File: config.mk
export PLATFORM = sky130hd
export DESIGN_NAME = acc_act_lanes
export DESIGN_NICKNAME = d
export VERILOG_FILES = /design/src/rtl/acc_act_lanes.sv
export SDC_FILE = /design/constraint.sdc
export NUM_CORES = 2
export LEC_CHECK = 0
export ABC_AREA = 1
export CORE_ASPECT_RATIO = 0.5
export CORE_UTILIZATION = 30
export CTS_CLUSTER_DIAMETER = 30
export DETAILED_ROUTE_END_ITERATION = 16
export HOLD_SLACK_MARGIN = 0.15
export PLACE_DENSITY = 0.48
export SYNTH_ARGS = -nofsm -noshare
export SYNTH_HDL_FRONTEND = slang
export SYNTH_SLANG_ARGS = --single-unit
export TNS_END_PERCENT = 50
File: constraint.sdc
create_clock -name clk -period 7.59 [get_ports clk]
set_clock_uncertainty 0.15 [all_clocks]
set_input_delay 1.518 -clock clk [delete_from_list [all_inputs] [get_ports clk]]
set_output_delay 1.518 -clock clk [all_outputs]
set_load 0.01 [all_outputs]
File: src/rtl/acc_act_lanes.sv
// Lock-step accumulate-and-activate engine: sums LANES signed partial-sum streams per pixel,
// then round-shifts, applies ReLU (leaky ReLU when ACC_ACT_LEAKY_EN is defined) and saturates.
module acc_act_lanes #(
    parameter int LANES  = 16,
    parameter int PSUM_W = 8,
    parameter int ACC_W  = 20,
    parameter int DATA_W = 8,
    parameter int ADDR_W = 10,
    parameter int CH_W   = 6,
    parameter int SIZE_W = 5
) (
    input  logic                      clk,
    input  logic                      rst_n,
    input  logic                      cfg_start_i,
    input  logic [SIZE_W-1:0]         cfg_ofmap_size_i,
    input  logic [CH_W-1:0]           cfg_ifmap_ch_i,
    input  logic [4:0]                cfg_shift_i,
    input  logic                      cfg_relu_en_i,
    input  logic [LANES*PSUM_W-1:0]   psum_i,
    input  logic                      psum_valid_i,
    output logic                      psum_ready_o,
    output logic                      act_valid_o,
    input  logic                      act_ready_i,
    output logic [LANES*DATA_W-1:0]   act_data_o,
    output logic [ADDR_W-1:0]         act_addr_o,
    output logic                      act_last_o,
    output logic                      busy_o,
    output logic                      done_o
);

    localparam logic [1:0] IDLE  = 2'd0;
    localparam logic [1:0] ACCUM = 2'd1;
    localparam logic [1:0] DRAIN = 2'd2;

    localparam int PIX_W = 2 * SIZE_W;
    localparam logic signed [ACC_W:0] SAT_MAX = (ACC_W+1)'((1 << (DATA_W-1)) - 1);
    localparam logic signed [ACC_W:0] SAT_MIN = ~SAT_MAX;

    logic [1:0]              state;
    logic [SIZE_W-1:0]       size_q;
    logic [CH_W-1:0]         ch_q;
    logic [4:0]              shift_q;
    logic                    relu_q;
    logic [CH_W-1:0]         ch_cnt;
    logic [PIX_W-1:0]        pix_cnt;
    logic [PIX_W-1:0]        pix_total;
    logic                    last_ch;
    logic                    last_pix;
    logic                    beat_acc;
    logic                    final_beat;
    logic signed [ACC_W:0]   rnd_inc;
    logic [LANES*DATA_W-1:0] act_next;

    assign pix_total  = PIX_W'(size_q) * PIX_W'(size_q);
    assign last_ch    = (ch_cnt == ch_q - CH_W'(1));
    assign last_pix   = (pix_cnt == pix_total - PIX_W'(1));
    assign beat_acc   = psum_valid_i && psum_ready_o;
    assign final_beat = beat_acc && last_ch;
    assign busy_o     = (state == ACCUM) || (state == DRAIN);

    // A final beat may only enter when the output register is free or draining this cycle.
    assign psum_ready_o = (state == ACCUM) && !(last_ch && act_valid_o && !act_ready_i);

    assign rnd_inc = (shift_q == 5'd0) ? '0 : ((ACC_W+1)'(1) << (shift_q - 5'd1));

    for (genvar l = 0; l < LANES; l++) begin : g_lane
        logic signed [PSUM_W-1:0] psum_l;
        logic signed [ACC_W-1:0]  acc_l;
        logic signed [ACC_W-1:0]  sum_l;
        logic signed [ACC_W:0]    biased_l;
        logic signed [ACC_W:0]    y_l;
        logic signed [ACC_W:0]    act_l;
        logic [DATA_W-1:0]        sat_l;

        assign psum_l   = psum_i[l*PSUM_W +: PSUM_W];
        // First channel of a pixel loads rather than adds, so no clear cycle is needed.
        assign sum_l    = ((ch_cnt == '0) ? '0 : acc_l)
                        + {{(ACC_W-PSUM_W){psum_l[PSUM_W-1]}}, psum_l};
        assign biased_l = {sum_l[ACC_W-1], sum_l} + rnd_inc;
        assign y_l      = biased_l >>> shift_q;

        always_comb begin
            act_l = y_l;
            if (relu_q && y_l[ACC_W]) begin
`ifdef ACC_ACT_LEAKY_EN
                act_l = y_l >>> 3;
`else
                act_l = '0;
`endif
            end
        end

        always_comb begin
            sat_l = act_l[DATA_W-1:0];
            if (act_l > SAT_MAX)
                sat_l = SAT_MAX[DATA_W-1:0];
            else if (act_l < SAT_MIN)
                sat_l = SAT_MIN[DATA_W-1:0];
        end

        assign act_next[l*DATA_W +: DATA_W] = sat_l;

        always_ff @(posedge clk or negedge rst_n) begin
            if (!rst_n)
                acc_l <= '0;
            else if (beat_acc)
                acc_l <= sum_l;
        end
    end

    always_ff @(posedge clk or negedge rst_n) begin
        if (!rst_n) begin
            state   <= IDLE;
            size_q  <= '0;
            ch_q    <= '0;
            shift_q <= '0;
            relu_q  <= 1'b0;
            ch_cnt  <= '0;
            pix_cnt <= '0;
            done_o  <= 1'b0;
        end else begin
            done_o <= 1'b0;
            case (state)
                IDLE: begin
                    if (cfg_start_i) begin
                        size_q  <= cfg_ofmap_size_i;
                        ch_q    <= (cfg_ifmap_ch_i == '0) ? CH_W'(1) : cfg_ifmap_ch_i;
                        shift_q <= cfg_shift_i;
                        relu_q  <= cfg_relu_en_i;
                        ch_cnt  <= '0;
                        pix_cnt <= '0;
                        if (cfg_ofmap_size_i == '0)
                            done_o <= 1'b1;
                        else
                            state <= ACCUM;
                    end
                end
                ACCUM: begin
                    if (beat_acc) begin
                        if (last_ch) begin
                            ch_cnt  <= '0;
                            pix_cnt <= pix_cnt + PIX_W'(1);
                            if (last_pix)
                                state <= DRAIN;
                        end else begin
                            ch_cnt <= ch_cnt + CH_W'(1);
                        end
                    end
                end
                DRAIN: begin
                    if (act_valid_o && act_ready_i) begin
                        state  <= IDLE;
                        done_o <= 1'b1;
                    end
                end
                default: state <= IDLE;
            endcase
        end
    end

    // Single output stage; contents are frozen while a result waits for the consumer.
    always_ff @(posedge clk or negedge rst_n) begin
        if (!rst_n) begin
            act_valid_o <= 1'b0;
            act_data_o  <= '0;
            act_addr_o  <= '0;
            act_last_o  <= 1'b0;
        end else if (final_beat) begin
            act_valid_o <= 1'b1;
            act_data_o  <= act_next;
            act_addr_o  <= ADDR_W'(pix_cnt);
            act_last_o  <= last_pix;
        end else if (act_valid_o && act_ready_i) begin
            act_valid_o <= 1'b0;
        end
    end

endmodule

==> impl_metrics.ini <==
[final_layout]
final_cell_mix = nand2_1, nand3_1, inv_1
area_growth_pct = 18.81
final_layout_size_suffix_gt1_share_pct = 7.257
nNetsFinal = 14180
final_common_cell = nand2_1
layoutNonFillerInstCount = 16810

[clock_tree]
cts_root_buffer = clkbuf_16
numCtsBuffers = 156
cts_buffer_depth = 4
insertion_delay_ps = 840
cts_tree = done
path_clk_slew_ps = 40
h-tree-depth = 4
cts.sinks = 496

[flow_run]
maxCapViolations = 0

[setup_path]
cp-endpoint = act_data_o[49]$_DFFE_PN0P_
ff2ff_setup_slack_ps = 530
max_stage_delay_ps = 530
cp.required_ps = 8160
critical_path.startpoint_type = input port
cp_max_fo = 7
timing.rr.end = act_data_o[49]$_DFFE_PN0P_
arrival_ps = 7650
end_kind = flop
reg2reg_depth = 41
path_common_cell = a21oi_1
crit_slowest_cell = clkdlybuf4s50_1
critPathKind = input port to flop
reg2reg_from = ch_cnt[0]$_DFFE_PN0P_
startpoint = psum_i[48]

[timing]
hold_viol_final = 0
rsz0062_at_grt = true
slew_headroom_pct = 23.49
slew_violations = 0
period_needed_ps = 7073
fin_crit_sh_pct = 93.19
fmax_mhz = 141.4
setup_viol = 0
postLayoutSetupSlackWorst_ps = 516.5
worst_slew_pin_slew_ps = 1146

[drt]
wl_per_cell_um = 18.96
dr.pass1.iters = 12
met3WireLength_mm = 17.79
top_layer = met5
wl_met2_mm = 134.8
route.detailed.drc = 18
viasPerCell = 5.128
ant_nets = 0
wl_met1_mm = 156.2
drt_iter0_drc = 7011
routed-via-count = 86180
routed_wl_mm = 318.6

[placement]
dp_slack_ps = -183.2
gp_congestion = 0.9387
dp_cells = 16530
hpwl_mm = 245.7
io_buffers = 292

[floorplanning]
num_rows = 129
core_area_um2 = 247900
die-area_um2 = 252000
die_x_um = 709.0
io_pins = 293
start_util_pct = 30.24
die_h_um = 355.5

[logic_synthesis]
ys_ff_latch = 496
synth_top_area_cell = nand2_1
yosysSeqAreaShare_pct = 16.56
synth_area_leaders = nand2_1, dfrtp_1, nand3_1
syn_area_um2 = 74970
postSynthCellCount = 12970
synth_top_area_share_pct = 22.16
syn_avg_cell_area_um2 = 5.779
synthFlopType = dfrtp_1
synth_cell_types = 68
yosysWarnings = 0
synth_edf_count = 0
syn-num-nets = 13810
synthArstFlopShare_pct = 100.0

[worst_hold_path]
hold_path.class = flop to flop
hold_depth = 2

[outcome]
violations = DRC
status = complete, but fails checks

[grt]
antenna_found_initial = 15
grtUsageTotal_pct = 24.58
grt_pass1_wl_mm = 486.9
grt_max_degree = 152
grt_overflow_total = 0
grt_pass1_vias = 80460
-- worst min-delay path by stage --
stage / from / to / slack, ps
3_3_place_gp: g_lane[6].acc_l[18]$_DFFE_PN0P_ / g_lane[6].acc_l[18]$_DFFE_PN0P_ / 310
3_5_place_dp: g_lane[1].acc_l[5]$_DFFE_PN0P_ / g_lane[1].acc_l[5]$_DFFE_PN0P_ / 310
5_1_grt: g_lane[4].acc_l[18]$_DFFE_PN0P_ / g_lane[4].acc_l[18]$_DFFE_PN0P_ / 330
4_1_cts: g_lane[13].acc_l[11]$_DFFE_PN0P_ / g_lane[13].acc_l[11]$_DFFE_PN0P_ / 330
6_report: g_lane[1].acc_l[13]$_DFFE_PN0P_ / g_lane[1].acc_l[13]$_DFFE_PN0P_ / 320
2_1_floorplan: g_lane[0].acc_l[0]$_DFFE_PN0P_ / g_lane[0].acc_l[0]$_DFFE_PN0P_ / 300
-- kinds of logic after synthesis --
kind of cell | Yosys count | share of synthesized area, %
DFF | 496 | 16.56
AOI/OAI and AO/OA | 1799 | 13.35
other | 2 | 0.01002
xor gates and xnor gates | 382 | 4.463
buffers and inverters | 1787 | 9.037
adders and majority gates | 681 | 11.73
muxes | 22 | 0.2954
and+or+nand+nor | 7805 | 44.57
-- per-layer routing --
| layer | vias up | track usage (%) |
|---|---|---|
| met2 | 2200 | 38.04 |
| li1 | 43560 | - |
| met4 | 4 | 6.943 |
| met3 | 397 | 3.247 |
| met1 | 40020 | 35.52 |
| met5 | - | 0 |
-- cell usage after synthesis (17+ instances only) --
master	number
dfrtp_1	496
a21boi_1	43
a21o_1	27
o21bai_1	44
mux2i_1	21
nand2_2	53
a21oi_1	881
o221ai_1	27
inv_1	1329
nor2_1	875
a21boi_0	30
nand3_1	1868
nand3_2	18
o2111ai_1	21
xor2_1	226
a31oi_1	130
or2_2	145
o211ai_1	36
xnor2_1	156
o21ai_0	488
nor3_1	76
nand2_1	4427
fa_1	36
nand4_1	174
inv_2	27
buf_1	96
ha_1	645
clkbuf_1	311
nand3b_1	79
and2_1	33
o21a_1	17
-- worst max-delay path: cells and delay by family --
| kind | cells | cell delay [ps] |
|---|---|---|
| xor gates and xnor gates | 1 | 150 |
| adders and majority gates | 3 | 940 |
| and+or+nand+nor | 13 | 1910 |
| AOI/OAI and AO/OA | 13 | 2110 |
| buffers and inverters | 6 | 1000 |
-- flip-flops by register name, indices dropped and copies added (netlist names) --
signal and cells:
ch_cnt 6, relu_q 1, act_addr_o 10, shift_q 5, act_last_o 1, pix_cnt 10
ch_q 6, g_lane.acc_l 320, act_valid_o 1, size_q 5, state 2, act_data_o 128
done_o 1
-- cell type report --
cell class	instances	area [um2]
Sequential cell	496	12430
Clock buffer	198	4343
Fill cell	27500	158800
Timing Repair Buffer	641	5826
Antenna cell	2	5.005
Multi-Input combinational cell	10690	56140
Tap cell	3340	4179
Inverter	1362	5157
Clock inverter	75	1005
-- stage by stage --
stage	util, %	TNS (ps)	cell area, um2	hold WS, ps
after floorplan	-	0	74970	299.2
after global placement	33.66	-3466	83460	311.5
after detailed placement	33.66	-3534	83460	315.0
after CTS	35.82	0	88810	327.0
after global routing	35.93	-112.2	89070	332.5
final	35.93	0	89080	320.4
-- timing repair --
item | CTS | global route
gates resized for setup | 0 | 80
buffers inserted | 0 | 2
hold buffers | 0 | 0
setup endpoints to repair | 0 | 112
Power is left out: the tool's default activity adds up to more than one toggle a clock period on the data nets, which glitch-free logic cannot reach.
